### config.mk
export PLATFORM = sky130hd
export DESIGN_NAME = i2c_master_ctrl
export DESIGN_NICKNAME = d
export VERILOG_FILES = /design/src/rtl/i2c_master_ctrl.sv
export SDC_FILE = /design/constraint.sdc
export NUM_CORES = 1
export LEC_CHECK = 0
export CORE_MARGIN = 4
export CORE_UTILIZATION = 40
export CTS_BUF_LIST = sky130_fd_sc_hd__clkbuf_4
export DETAILED_ROUTE_END_ITERATION = 8
export GPL_TIMING_DRIVEN = 0
export SLEW_MARGIN = 20
export SYNTH_ARGS = -nofsm -noshare
export SYNTH_HDL_FRONTEND = slang
export SYNTH_SLANG_ARGS = --single-unit
### constraint.sdc
create_clock -name i2c_clock_in -period 2 [get_ports i2c_clock_in]
set_input_delay 0.4 -clock i2c_clock_in [delete_from_list [all_inputs] [get_ports i2c_clock_in]]
set_output_delay 0.4 -clock i2c_clock_in [all_outputs]
set_load 0.02 [all_outputs]
### src/rtl/i2c_master_ctrl.sv
// i2c_master_ctrl -- single-byte I2C write master fed from an upstream FIFO.
//
// Each FIFO entry {addr[6:0], data[7:0]} becomes one frame:
//   START, 7-bit address + W, ACK slot, 8 data bits, ACK slot, STOP.
// Every bit slot is four divider ticks (q0..q3); SCL is low in q0-q1 and
// high in q2-q3, and SDA only changes on entry to q0.
//
// Optional feature macro: I2C_MASTER_ACK_CHECK_EN
//   defined   : a NACK ends the frame early with STOP and raises ack_err_out
//               together with done_out.
//   undefined : ACK slots are timed but sda_in is ignored; ack_err_out is 0.
//
// Parameters:
//   FIFO_WIDTH : width of one FIFO entry (address in [14:8], data in [7:0])
//   CLK_DIV    : i2c_clock_in cycles per SCL quarter-period (2..65535)
//
// Ports:
//   i2c_clock_in   : clock, all logic on the rising edge
//   i2c_reset_in   : synchronous active-high reset
//   fifo_empty_in  : upstream FIFO empty flag
//   fifo_rd_en_out : one-cycle read strobe to the FIFO
//   fifo_data_in   : FIFO entry, valid the cycle after the strobe
//   scl_out        : SCL level (push-pull)
//   sda_out        : SDA level while sda_oe_out=1, else 0
//   sda_oe_out     : SDA output enable (0 = released)
//   sda_in         : sampled SDA for ACK detection
//   busy_out       : high whenever the controller is not idle
//   done_out       : one-cycle pulse when a frame finishes
//   ack_err_out    : NACK seen in the frame; valid only with done_out
module i2c_master_ctrl #(
  parameter int unsigned FIFO_WIDTH = 15,
  parameter int unsigned CLK_DIV    = 125
) (
  input  logic                  i2c_clock_in,
  input  logic                  i2c_reset_in,
  input  logic                  fifo_empty_in,
  output logic                  fifo_rd_en_out,
  input  logic [FIFO_WIDTH-1:0] fifo_data_in,
  output logic                  scl_out,
  output logic                  sda_out,
  output logic                  sda_oe_out,
  input  logic                  sda_in,
  output logic                  busy_out,
  output logic                  done_out,
  output logic                  ack_err_out
);

  typedef enum logic [3:0] {
    IDLE, FETCH, LOAD, START, ADDR, ADDR_ACK, DATA, DATA_ACK, STOP
  } state_t;

  localparam logic [15:0] DIV_LAST = 16'(CLK_DIV - 1);

  state_t      state, n_state;
  logic [1:0]  qtr, n_qtr;
  logic [2:0]  bit_cnt, n_bit_cnt;
  logic [15:0] shreg, n_shreg;
  logic [15:0] div_cnt, n_div_cnt;
  logic        n_rd_en, n_done;
  logic        n_scl, n_sda, n_oe;
  logic        in_frame, tick;

`ifdef I2C_MASTER_ACK_CHECK_EN
  logic        nack, n_nack;
  logic        err, n_err;
`else
  logic        unused_sda_in;
  assign unused_sda_in = sda_in;
  assign ack_err_out   = 1'b0;
`endif

  assign in_frame = (state inside {START, ADDR, ADDR_ACK, DATA, DATA_ACK, STOP});
  assign tick     = in_frame && (div_cnt == DIV_LAST);

  // Next-state logic. The shift register is moved left at the end of every
  // address bit, so after the eight address slots its top byte holds the
  // data byte and DATA can keep sending shreg[15].
  always_comb begin
    n_state   = state;
    n_qtr     = qtr;
    n_bit_cnt = bit_cnt;
    n_shreg   = shreg;
    n_rd_en   = 1'b0;
    n_done    = 1'b0;
`ifdef I2C_MASTER_ACK_CHECK_EN
    n_nack    = nack;
    n_err     = err;
`endif
    // Divider only runs inside a frame, so it is at 0 on entry to START.
    n_div_cnt = (in_frame && !tick) ? div_cnt + 16'd1 : '0;

    case (state)
      IDLE: begin
        if (!fifo_empty_in) begin
          n_state = FETCH;
          n_rd_en = 1'b1;
        end
      end
      FETCH: n_state = LOAD;
      LOAD: begin
        n_state = START;
        n_qtr   = 2'd0;
        n_shreg = {fifo_data_in[14:8], 1'b0, fifo_data_in[7:0]};
`ifdef I2C_MASTER_ACK_CHECK_EN
        n_err   = 1'b0;
        n_nack  = 1'b0;
`endif
      end
      default: begin
        if (tick) begin
          if (qtr != 2'd3) begin
            n_qtr = qtr + 2'd1;
`ifdef I2C_MASTER_ACK_CHECK_EN
            // ACK is sampled on the tick that ends q2 (SCL high).
            if (qtr == 2'd2 && (state == ADDR_ACK || state == DATA_ACK))
              n_nack = sda_in;
`endif
          end else begin
            n_qtr = 2'd0;
            case (state)
              START: begin
                n_state   = ADDR;
                n_bit_cnt = 3'd7;
              end
              ADDR: begin
                n_shreg = {shreg[14:0], 1'b0};
                if (bit_cnt == 3'd0) n_state = ADDR_ACK;
                else                 n_bit_cnt = bit_cnt - 3'd1;
              end
              ADDR_ACK: begin
                n_state   = DATA;
                n_bit_cnt = 3'd7;
`ifdef I2C_MASTER_ACK_CHECK_EN
                if (nack) begin
                  n_state = STOP;
                  n_err   = 1'b1;
                end
`endif
              end
              DATA: begin
                n_shreg = {shreg[14:0], 1'b0};
                if (bit_cnt == 3'd0) n_state = DATA_ACK;
                else                 n_bit_cnt = bit_cnt - 3'd1;
              end
              DATA_ACK: begin
                n_state = STOP;
`ifdef I2C_MASTER_ACK_CHECK_EN
                if (nack) n_err = 1'b1;
`endif
              end
              STOP: begin
                n_state = IDLE;
                n_done  = 1'b1;
              end
              default: ;
            endcase
          end
        end
      end
    endcase
  end

  // Bus levels derived from the next state/quarter so they are registered
  // alongside the state and change exactly on quarter boundaries.
  always_comb begin
    n_scl = 1'b1;
    n_sda = 1'b0;
    n_oe  = 1'b0;
    case (n_state)
      START: begin
        n_oe  = 1'b1;
        n_sda = ~n_qtr[1];
      end
      ADDR, DATA: begin
        n_oe  = 1'b1;
        n_scl = n_qtr[1];
        n_sda = n_shreg[15];
      end
      ADDR_ACK, DATA_ACK: n_scl = n_qtr[1];
      STOP: begin
        n_oe  = 1'b1;
        n_scl = (n_qtr != 2'd0);
        n_sda = n_qtr[1];
      end
      default: ;
    endcase
  end

  always_ff @(posedge i2c_clock_in) begin
    if (i2c_reset_in) begin
      state          <= IDLE;
      qtr            <= '0;
      bit_cnt        <= '0;
      shreg          <= '0;
      div_cnt        <= '0;
      fifo_rd_en_out <= 1'b0;
      scl_out        <= 1'b1;
      sda_out        <= 1'b1;
      sda_oe_out     <= 1'b0;
      busy_out       <= 1'b0;
      done_out       <= 1'b0;
`ifdef I2C_MASTER_ACK_CHECK_EN
      nack           <= 1'b0;
      err            <= 1'b0;
      ack_err_out    <= 1'b0;
`endif
    end else begin
      state          <= n_state;
      qtr            <= n_qtr;
      bit_cnt        <= n_bit_cnt;
      shreg          <= n_shreg;
      div_cnt        <= n_div_cnt;
      fifo_rd_en_out <= n_rd_en;
      scl_out        <= n_scl;
      sda_out        <= n_sda;
      sda_oe_out     <= n_oe;
      busy_out       <= (n_state != IDLE);
      done_out       <= n_done;
`ifdef I2C_MASTER_ACK_CHECK_EN
      nack           <= n_nack;
      err            <= n_err;
      ack_err_out    <= n_done & n_err;
`endif
    end
  end

endmodule

Yosys cells after proc, flatten, opt, wreduce, memory -nomap -nowiden. Index checks and enable logic that the tools add are counted.

Add/sub/neg operators: 3. Equality and inequality tests: 18. Multiplexer cells: 21. Bitwise gates (word level): 7. Reduce and logical (&&, ||, !) cells: 23.

Operators by type and width (count): $mux W16 (3); $eq A4 B3 Y1 const B (8); $pmux W16 S2 (1); $pmux W4 S6 (1); $mux W4 (5); $add A16 B1 Y16 const B (1); $eq A16 B7 Y1 const B (1); $eq A4 B2 Y1 const B (3); $pmux W4 S3 (1); $reduce_or A2 Y1 (6); $eq A4 B4 Y1 const B (2); $reduce_bool A2 Y1 (4); $reduce_or A4 Y1 (2); $not A1 Y1 (7); $pmux W3 S2 (1); $reduce_bool A6 Y1 (1); $reduce_or A6 Y1 (1); $reduce_and A5 Y1 (1); $eq A4 B1 Y1 const B (1); $logic_not A4 Y1 (1); $mux W2 (2); $ne A2 B2 Y1 const B (2); $pmux W2 S2 (1); $reduce_and A4 Y1 (1); 12 further kinds (15).

Register bits after elaboration: 47. Input bits: 19. Output and inout bits: 7. Word-level logic and storage cells: 84.

Depth between registers and ports, before layout. Gate-level depths: netlist of run 1.

Word-level depth: 9. Gate-level depth with buffers: 9. Depth with buffers taken out: 8.

Worst setup path after synthesis of run 1. No wires, ideal clock.

Path type: register -> register. From: reg div_cnt[0]. To: reg scl_out. Setup time: 127 ps. Arrival: 1805 ps. Data required time: 1873 ps. Slack: 68 ps. Cell stages (with the launch flop): 9. Period minus slack after synthesis: 1932 ps. Cell sequence: dfxtp_1 > inv_1 > ha_1 > nor4bb_1 > nand4_1 > nor2_1 > mux2i_1 > a21oi_1 > or3b_1.

Cells in the longest elaborated chain, start to end: 7.

Ends and longest elaborated chain: start: declaration (line 58) `logic [15:0] div_cnt, n_div_cnt;`; start signal: assignment (line 212) `div_cnt <= n_div_cnt;`; $eq A16 B7 Y1 (*) (line 73) `assign tick = in_frame && (div_cnt == DIV_LAST);`; $logic_and A1 B1 Y1 (*) (line 73); $mux W4 (line 110) `if (tick) begin`; $pmux W4 S3 (line 92) `case (state)`; $eq A4 B3 Y1 (line 169) `case (n_state)`; $reduce_or A4 Y1 (no line); $pmux W1 S2 (*) (line 169); end signal: assignment (line 214) `scl_out <= n_scl;`; end: declaration (line 39) `output logic scl_out,`.

Mark *: on every way between the ends. The rest lies on a longest branch, timed or not. A chain may end at the register's enable or synchronous reset.

Worst setup path in the final report of run 1.
From: reg qtr[0]. To: reg sda_out.

Cells in the longest elaborated chain, start to end: 7.

Ends and longest elaborated chain: start: declaration (line 55) `logic [1:0] qtr, n_qtr;`; start signal: assignment (line 209) `qtr <= n_qtr;`; $ne A2 B2 Y1 (line 111) `if (qtr != 2'd3) begin`; $mux W4 (line 111); $mux W4 (line 110); $pmux W4 S3 (line 92); $eq A4 B3 Y1 (line 169); $reduce_or A2 Y1; $pmux W1 S3 (*) (line 169); end signal: assignment (line 215) `sda_out <= n_sda;`; end: declaration (line 40) `output logic sda_out,`.

Mark *: on every way between the ends. The rest lies on a longest branch, timed or not. The select of a mux whose other input is x is not followed.

==> results of run 1 <==
## state kept, by name (all words and copies together) (netlist names), 2 cells and up
| signal | cells |
|---|---|
| qtr | 2 |
| shreg | 16 |
| div_cnt | 16 |
| bit_cnt | 3 |
| state | 4 |
## stage by stage
step	cells	utilization (%)	power [mW]	area, sq um	hold WS, ns
6_report	372	54.6	1.88	2840	0.428
5_1_grt	372	54.6	1.97	2840	0.437
2_1_floorplan	260	-	1.11	2180	0.436
3_3_place_gp	353	48.0	1.19	2500	0.443
4_1_cts	364	51.5	1.90	2680	0.465
3_5_place_dp	353	48.0	1.19	2500	0.446
## how the worst max path moves through the flow
stage,cells after the start,endpoint
4_1_cts,8,sda_out
3_3_place_gp,9,shreg[2]
3_5_place_dp,9,shreg[1]
6_report,8,sda_out
5_1_grt,8,scl_out
2_1_floorplan,8,scl_out
## cell families after synthesis
group                      Yosys count  share of synthesized area (%)
AOI/OAI and AO/OA                   53                           15.6
xor gates and xnor gates            15                           6.02
adders and majority gates            5                           2.87
buffers and inverters               24                           4.53
DFF                                 47                           43.1
muxes                                4                           1.84
other                                1                          0.172
and+or+nand+nor                    111                           25.8
## where the power goes
group          switching [mW]  leakage [nW]  internal, mW  total (mW)
combinational           0.103         0.536         0.100       0.203
clock                   0.308        0.0514         0.389       0.696
sequential             0.0190         0.387         0.965       0.984
## placed cells by master, fill, tap and decap left out, types with 8 or more instances in the layout
master / n
sky130_fd_sc_hd__dfxtp_1: 36
sky130_fd_sc_hd__nor2_1: 35
sky130_fd_sc_hd__nand2_1: 24
sky130_fd_sc_hd__clkdlybuf4s50_1: 23
sky130_fd_sc_hd__a21oi_1: 21
sky130_fd_sc_hd__buf_4: 14
sky130_fd_sc_hd__a22oi_1: 13
sky130_fd_sc_hd__inv_1: 10
sky130_fd_sc_hd__dfxtp_2: 9
sky130_fd_sc_hd__xor2_1: 8
## cell type report
| cell class | count | area, sq um | share of cell area (%) |
|---|---|---|---|
| multi-input cells | 189 | 1260 | 44.3 |
| flip-flops and latches | 47 | 960 | 33.8 |
| repair buffers | 36 | 332 | 11.7 |
| well taps | 70 | 87.6 | 3.08 |
| clock inverters | 3 | 67.6 | 2.38 |
| plain buffers | 12 | 61.3 | 2.16 |
| clock buffers | 5 | 37.5 | 1.32 |
| inverters | 10 | 37.5 | 1.32 |
## worst reg2reg max path, delay by kind of cell, from the launching register on
kind / cells / cell delay [ns]
and+or+nand+nor: 4 / 0.77
DFF: 1 / 0.38
buffers and inverters: 1 / 0.16
AOI/OAI and AO/OA: 2 / 0.47
adders and majority gates: 1 / 0.14
## per-layer routing
metal,part of all wire (%),GRT usage [%],vias to the layer above
li1,-,-,985
met1,49,20.8,876
met2,45,22.3,40
met3,4.8,3.95,6
met4,1.4,4.65,0
met5,0,0,-
## repair_timing
action | CTS | global route
setup endpoints to repair | 33 | 33
hold buffers | 0 | 0
pin swaps | 4 | 8
buffers inserted | 5 | 8
gates resized for setup | 13 | 33
==> results.txt, run 1 <==
The flow ran to the end, and the final reports show no timing, DRC or antenna violations. The total overflow left after global routing is 0. The final critical path takes up 98.2% of the cycle.

Setup repair after global routing could not meet its margin everywhere. After filler insertion, the fill cell instance count of the layout stands at 515. The count of buffering cells on the critical path with inverters included is 1, and the synthesized area is 2180 sq um. At the end of routability-driven placement, the weighted congestion stood at 0.780.

The analysis attributes to cell leakage a power of 0.975 nW. The tools report the number of buffers added by the clock tree synthesis step as 5. The run gives 47 as the number of sinks handled by clock tree synthesis. The DRC violation total after the first TritonRoute iteration was 116; the post-detailed-route DRC marker count was 0. The average instance in the mapped netlist occupies 8.39 sq um.

The floorplan has 26 rows. Number of enable flip-flop cells after synthesis: 0. Tracing the worst setup path back leads to its startpoint at qtr[0]. TritonCTS built the clock tree. The worst setup path is launched from a flop.

Counting distinct cell types in the post-synthesis netlist gives 48. The number of antenna violations at the first check in global routing is 0, and the clock transition at the registers of the reported paths is 0.14 ns. The cell count after synthesis came out at 260. The net count of the mapped netlist came out at 284.

sky130_fd_sc_hd__dfxtp_1 is the most common cell in the netlist. After synthesis, the share of flip-flops with an asynchronous set or reset is 0%. The core region is 5200 sq um. For the worst setup path, the data arrival time is 2.27 ns. Relative to the synthesized area, the layout overhead comes to 30.2%. The quantity of I/O buffers inserted on ports was 23.

Max-slew headroom at the worst pin: 62.3%. The end of the worst register-to-register path is sda_out. The post-synthesis cell type with the largest combined area is sky130_fd_sc_hd__dfxtp_1. The main flop type after synthesis is sky130_fd_sc_hd__dfxtp_1. The wire-length estimate of the detail-placed layout is 3250 um. The cell depth of the worst hold path was 1.

The post-synthesis register bit count came out at 47. In this run the worst hold path is classified as flop to flop. The detail route stage leaves a number of antenna-violating nets equal to 0. Wires add up to 4810 um.

The run gives 2 as the maximum buffer depth of the clock tree. The worst setup path is captured at a flop. The signal on the critical path passes through ha_4 > nor4bb_4 > nand4_1 > buf_6 > nand2b_2 > a221oi_2 > nand2_1 > o2bb2ai_1.

26 I/O pins were placed. Derived from the worst setup path, the maximum achievable clock frequency is 0.509 GHz. The worst setup slack after placement came out at -0.378 ns. The number of cells on the worst reg-to-reg path is 8.

The final route contains 1907 vias. On the worst path, the slowest cell contributes a delay of 0.38 ns. The maximum number of pins on one net before global-route repair is 17.

The share of the yosys chip area belonging to registers was 43.1%. In this run the worst path has a maximum fanout of 6. The die is 81.8 um tall. The starting density of the core is 41.9%. At the pin with the least slew margin, the transition time is 0.565 ns. For this run, the detailed router's first-pass iteration total came to 4. The number of antenna repair diodes is 0.

The share of synthesized area in the top cell type comes to 43.1%. In this run the register-to-register setup slack is 0.04 ns. The critical path is of the flop to flop type.

The tree is rooted in a sky130_fd_sc_hd__clkbuf_4. For the final database, setup skew stands at 0.0155 ns. For hold timing, the worst endpoint is div_cnt[0].

The run gives 0 as the count of max-cap constraint violations. In the routed layout, each cell is associated on average with a via count of 5.13. The final critical path time including I/O delays and setup was 1.96 ns; the aggregate global-route resource usage was 14.9%.

Die width: 81.8 um. The worst register-to-register path begins at qtr[0]. The maximum vdd ir drop was 0.288 mV; the routed wire length per instance was 12.9 um. Critical-path cell with the highest stage delay: sky130_fd_sc_hd__dfxtp_2. The critical path's top delay family was simple AND/OR/NAND/NOR gates. Counting instances in the post-synthesis netlist gives the leading cell types as 47 x sky130_fd_sc_hd__dfxtp_1, 37 x sky130_fd_sc_hd__nor2_1, 26 x sky130_fd_sc_hd__nand2_1. The run gives 0 as the number of pins exceeding their max-slew limit in the final report.

Data on the critical path is required at its endpoint by 2.30 ns. The Yosys step of the flow raised 0 warnings. The source-to-sink clock delay at the later pin of the worst-skew pair was 0.36 ns; the CTS H-tree depth was 2.

Dividing total power by cell area gives a power density of 663 nW/um^2. In the post-route analysis, the smallest setup slack over all paths is 0.0355 ns. For the via count of the first global-routing pass, the log shows 1698. Setup violations remaining at the end of the flow were counted as 0.

The final layout contains 325 nets. After routing, the total negative slack on setup checks comes to 0 ns. After synthesis, the cell types taking the most area are sky130_fd_sc_hd__dfxtp_1 43%, sky130_fd_sc_hd__nor2_1 6.4%, sky130_fd_sc_hd__a21oi_1 5.3%, sky130_fd_sc_hd__a22oi_1 4.5%, sky130_fd_sc_hd__nand2_1 4.5%. The final hold violation count was 0; the wire length of the first global-routing pass was 7790 um.

Cells with a size suffix above 1 make up 22.2% of the layout. In this run the most critical hold path is launched from div_cnt[0]. The die covers 6700 sq um.
(Power assumes the default switching activity.)
==> run 2: changes to the inputs <==
Settings changed: SKIP_CTS_REPAIR_TIMING set to 1.
==> run 2 against run 1 <==
Against the previous run: critical path depth unchanged; flip-flop and latch count unchanged; register-to-register slack about the same; critical path type unchanged; highest routed layer unchanged.
==> results.txt, run 2 (synthesis gave the netlist of run 1 again) <==
For the final-layout setup total negative slack, the log shows 0 ns. The measured slew at the worst slew-check pin was 0.572 ns; the area of the die was 6700 sq um. The logs give 0 for the number of pins exceeding their max-slew limit in the final report and 322 for the net total in the final layout.

The final layout contains routed wiring with a total length of 4780 um. After routing the design area is 2860 sq um. The first global-routing pass estimated 7690 um of wire. The type of the tightest min-delay check is flop to flop.

The critical path goes through ha_4 > nor4bb_2 > nand4_1 > buf_6 > nor2_4 > mux2i_1 > a21oi_1 > or3b_1. 0 antenna diodes ended up in the layout. The worst pin sits at a relative slew slack of 61.9%. For the tightest hold margin, the log shows 0.446 ns.

The detailed placer's ending HPWL is 3250 um, and the areal power density over the cells is 661 nW/um^2. The library cell used most frequently in the layout, excluding fill and tap cells, is sky130_fd_sc_hd__dfxtp_1. In the layout the commonest cells are 35 x sky130_fd_sc_hd__dfxtp_1, 34 x sky130_fd_sc_hd__nor2_1, 25 x sky130_fd_sc_hd__nand2_1. Summed over all cells, the static leakage comes to 0.976 nW. The worst setup slack after placement is -0.378 ns. The largest registers in the layout are div_cnt (16), shreg (16), state (4). The tools report the final estimated routing congestion in global placement as 0.780.

The final worst-path cycle share is 98.5%, and the remaining antenna violation count after routing is 0. STA classifies the critical path endpoint as a flop. The area growth from synthesis to layout is 30.9%. TritonCTS built the clock tree. The tools report the maximum number of pins on one net before global-route repair as 16. For the final database, setup skew stands at 0.0127 ns. The worst path meets setup with 0.0304 ns of slack.

Startpoint class of the critical path: a flop. The final critical path time including I/O delays and setup was 1.97 ns. For the source-to-sink clock delay at the later pin of the worst-skew pair, the log shows 0.36 ns.

Routed wire length per instance: 12.9 um. The critical path arrival was 2.22 ns. Post-detailed-route DRC marker count: 0. The logs give 0 for the final hold violation count and 0 for the number of antenna violations at the first check in global routing.

The largest individual stage delay along the critical path comes from the cell sky130_fd_sc_hd__dfxtp_2. The first detailed-routing pass took 4 iterations. Total setup violations reported at the end of the flow: 0. Once placement finished, the instance area stood at 2500 sq um. Across the VDD grid, the largest voltage drop is 0.288 mV.

Buffers inserted during clock tree synthesis total 5. The first element of the critical path is qtr[0]. For this block, the via count after detailed routing is 1891. The cell count after placement came out at 353. The run finished with clean final reports. The worst setup path is of the flop to flop kind. The run gives 0 as the total global routing overflow.

Startpoint of the most critical register-to-register path: qtr[0]. Excluding fillers, the count of instances in the completed layout stands at 369. The total area inside the core boundary comes to 5200 sq um. The via count of the first global-routing pass was 1659; the count of pins on the block boundary was 26. The detailed router finished its first iteration with 75 violations. The H-tree was split into 2 levels. The run gives 41.9% as the starting density of the core. The die height was 81.8 um. Across the run, the number of max-cap violations was 0. The biggest cell delay along the critical path came out at 0.39 ns.

The die is 81.8 um wide. The root buffer cell chosen for the clock tree is sky130_fd_sc_hd__clkbuf_4. In the routed layout, each cell is associated on average with a via count of 5.12.

Global routing used 14.7% of the available tracks across all layers. Counting the fill cells in the layout gives 511. Setup repair after global routing could not meet its margin everywhere. For the worst setup path, the data required time is 2.25 ns.

The worst hold path startpoint is div_cnt[0]. Maximum fanout encountered on the critical timing path: 7. Clock-pin slew was measured on the worst setup and hold paths at 0.14 ns. No sink is reached through more buffers than the 2 on the longest clock path. The fmax is 0.508 GHz. Of the cells placed in the final design, the portion with a size suffix greater than 1 is 21.7%. The quantity of I/O buffers inserted on ports was 23. The initialized floorplan defines 26 standard-cell rows.

Number of sinks handled by clock tree synthesis: 47.
==> run 2: cell types whose count changed in the layout (fill, tap and decap cells not counted), sizes merged <==
cell / change
buf: -4
clkbuf: +1
==> run 2: area by class of cell <==
class | instances | area, sq um | area share (%)
Buffer | 13 | 76.3 | 2.67
Clock buffer | 5 | 37.5 | 1.31
Clock inverter | 3 | 67.6 | 2.37
Inverter | 10 | 37.5 | 1.31
Multi-Input combinational cell | 189 | 1280 | 44.8
Sequential cell | 47 | 968 | 33.9
Tap cell | 70 | 87.6 | 3.07
Timing Repair Buffer | 32 | 302 | 10.6
==> run 2: where the power goes <==
group	leakage (nW)	switching (mW)	internal (mW)
clock network	0.0514	0.308	0.389
logic	0.535	0.105	0.104
registers	0.389	0.0197	0.962
total	0.976	0.434	1.45
==> run 2: critical path: cells and delay by family (launching register included) <==
kind                     cells  cell delay, ns
AND/OR/NAND/NOR              4            0.86
adder cells (fa/ha/maj)      1            0.14
buffers and inverters        1            0.17
flip-flops                   1            0.39
multiplexers                 1            0.24
AO/OA/AOI/OAI                1            0.06
==> run 2: metal layers <==
layer	routed length, um	share of wire (%)	global-route usage [%]
met1	2300	48	20.8
met2	2110	44	21.6
met5	0	0	0
met4	85	1.8	4.65
met3	279	5.8	3.95
==> run 2: through the flow <==
step / util (%) / total power [mW]
2_1_floorplan: - / 1.11
3_3_place_gp: 48.0 / 1.19
3_5_place_dp: 48.0 / 1.19
4_1_cts: 50.0 / 1.89
5_1_grt: 54.9 / 1.97
6_report: 54.9 / 1.89
==> run 2: final timing paths <==
path	cells after the start	slack [ns]	to
setup / recovery	8	0.03	scl_out
hold / removal	1	0.45	div_cnt[0]
setup reg to reg	8	0.03	scl_out
hold reg to reg	1	0.45	div_cnt[0]
==> run 3: changes to the inputs <==
Settings changed: CORE_ASPECT_RATIO set to 0.9.
Clock period 2 ns to 2.4 ns, I/O delays scaled along.
==> run 3 against run 2 <==
Against the previous run: flip-flop and latch count is the same; first-iteration DRC count up 75%; critical endpoint is now sda_out; highest routed layer unchanged; clock-buffer cell count is 2 higher; worst hold slack gained 0.016 ns; clock power shrank 45%; largest cell class unchanged; sequential share of layout area increased by 2.6 points.
==> results.txt, run 3 (synthesis gave the netlist of run 1 again) <==
The core region is 5260 sq um. TritonCTS built the clock tree. The first routing iteration left 131 violations.

After floorplanning, the core was divided into 25 placement rows. Clock tree synthesis selected as its root buffer the cell sky130_fd_sc_hd__clkbuf_4. For the pin with the worst max-slew slack, the measured transition is 0.528 ns. No sink is reached through more buffers than the 2 on the longest clock path. The areal power density over the cells came out at 528 nW/um^2. The tools report the setup clock skew after layout as 0.0105 ns. Subtracting the final worst setup slack from the clock period gives 2.19 ns.

The net total in the final layout was 316; the die width was 85.8 um. The critical path is of the flop to flop type. The setup check on the worst reg-to-reg path leaves a slack of 0.21 ns. The fraction of final layout cells with drive strength greater than 1 was 7.85%; the aggregate global-route resource usage was 14.9%. Type of the tightest min-delay check: flop to flop.

The run gives 2030 um as the routed length on met2. The area growth from synthesis to layout is 18.0%. The repair_antennas step left the layout with diodes totalling 0. The first global-routing pass estimated 8050 um of wire.

Routed wire length per instance: 13.1 um. The detailed-route vias per instance was 5.13. The worst setup path is captured at a flop.

The tools report the final hold violation count as 0. The count of max-cap constraint violations was 0; the fmax was 0.456 GHz. The routed layout has 1845 vias.

The worst reg2reg path depth came out at 7. Data on the critical path is required at its endpoint by 2.66 ns. Leaving out fill and tap cells, the most frequent cell in the layout is sky130_fd_sc_hd__dfxtp_1.

The H-tree generated during clock tree synthesis spans 2 levels. Measured against its own limit, the worst slew margin works out to 64.8%. The startpoint of the most critical register-to-register path was state[2]. The tools report the starting density of the core as 41.5%.

VDD sags by at most 0.220 mV. Data arrives at the worst endpoint at 2.45 ns. Number of antenna violations at the first check in global routing: 0. The endpoint identified for the worst register-to-register timing path is sda_out.

After legalization and detailed placement, the total HPWL measured 3410 um. The largest registers in the layout are div_cnt (16), shreg (16), state (4). The tree built by TritonCTS fans out to 47 sinks. During I/O placement, the number of pins put on the boundary was 26.

The library cells used most frequently in the layout, excluding fill and tap cells, are 47 x sky130_fd_sc_hd__dfxtp_1, 37 x sky130_fd_sc_hd__nor2_1, 26 x sky130_fd_sc_hd__nand2_1. After detailed placement, the design holds a cell count of 350. The final worst-path cycle share was 91.3%.

Overall power consumption after layout is estimated at 1.36 mW. The remaining antenna violation count after routing is 0, and the length of routed wiring on met1 is 2490 um. The tools report the startpoint class of the critical path as a flop.

The total global routing overflow was 0; the cell depth of the worst hold path was 2. The startpoint identified for the worst hold timing path is shreg[11]. The analysis attributes to cell leakage a power of 0.871 nW. For this run, the share of the core covered by cells in the final layout is 49.0%. The count of buffers added on input and output ports is 23. After detailed routing, the total wire length is 4710 um. The maximum fanout encountered on the critical timing path is 10, and the area of the die is 6700 sq um. The routed design uses 135 um of met3 wire.

Clock transition at the registers of the reported paths: 0.13 ns. The maximum number of pins on one net before global-route repair was 14. The flow ran to the end, and the final reports show no timing, DRC or antenna violations.

Post-detailed-route DRC marker count: 0. The die height was 78.1 um; the number of standard cells in the layout, taps in and fillers out was 360. The total setup violations reported at the end of the flow was 0. The tools report the final-layout setup total negative slack as 0 ns.

The logs give 5 for the number of buffers added by the clock tree synthesis step and 0.35 ns for the source-to-sink clock delay at the later pin of the worst-skew pair. The first detailed-routing pass took 4 iterations. Setup repair after global routing left no endpoint under its margin.

At the end of routability-driven placement, the weighted congestion stood at 0.829. The run gives 1734 as the via count of the first global-routing pass. Routed signal wires occupy layers up through met4. The hold-critical path endpoint is shreg[11]. The tools report the number of pins exceeding their max-slew limit in the final report as 0.
-- run 3: worst max-delay path: stages (launching register included) --
cell and delay (ns):
sky130_fd_sc_hd__dfxtp_1 0.37, sky130_fd_sc_hd__clkbuf_1 0.35, sky130_fd_sc_hd__nand2b_1 0.26, sky130_fd_sc_hd__nor2_1 0.32, sky130_fd_sc_hd__and3_1 0.31, sky130_fd_sc_hd__mux2i_1 0.20, sky130_fd_sc_hd__a2bb2oi_1 0.20, sky130_fd_sc_hd__o2bb2ai_1 0.09
-- run 3: how the worst max path moves through the flow --
stage,start,endpoint,slack [ns],depth (start not counted)
floorplan,div_cnt[0],scl_out,0.47,8
global placement,div_cnt[0],shreg[10],0.10,9
detailed placement,div_cnt[0],shreg[10],0.06,9
CTS,div_cnt[0],shreg[10],0.05,9
global route,div_cnt[0],scl_out,0.001,9
finish,state[2],sda_out,0.21,7
-- run 3: stage by stage --
stage               area (sq um)  setup WS, ns  hold slack [ns]
finish                      2570         0.209            0.462
global route                2570       0.00122            0.490
CTS                         2550        0.0485            0.468
detailed placement          2490        0.0601            0.450
global placement            2490         0.104            0.443
floorplan                   2180         0.468            0.436
-- run 3: layout make-up --
class                   instances  area, sq um
inverters                      10         37.5
well taps                      67         83.8
fillers                       532         2680
clock buffers                   7         52.6
clock inverters                 1         5.00
repair buffers                 25          245
flip-flops and latches         47          941
multi-input cells             189         1150
plain buffers                  14         61.3
-- run 3: report_power, final --
part           total, mW  internal [mW]  switching, mW
logic              0.156         0.0754         0.0810
clock network      0.381          0.137          0.244
registers          0.821          0.806         0.0153
total               1.36           1.02          0.340
-- run 3: routing by layer --
metal | global-route usage (%) | vias to the layer above
li1 | - | 970
met1 | 21.4 | 850
met2 | 22.0 | 19
met3 | 3.15 | 6
met4 | 4.75 | 0
met5 | 0 | -
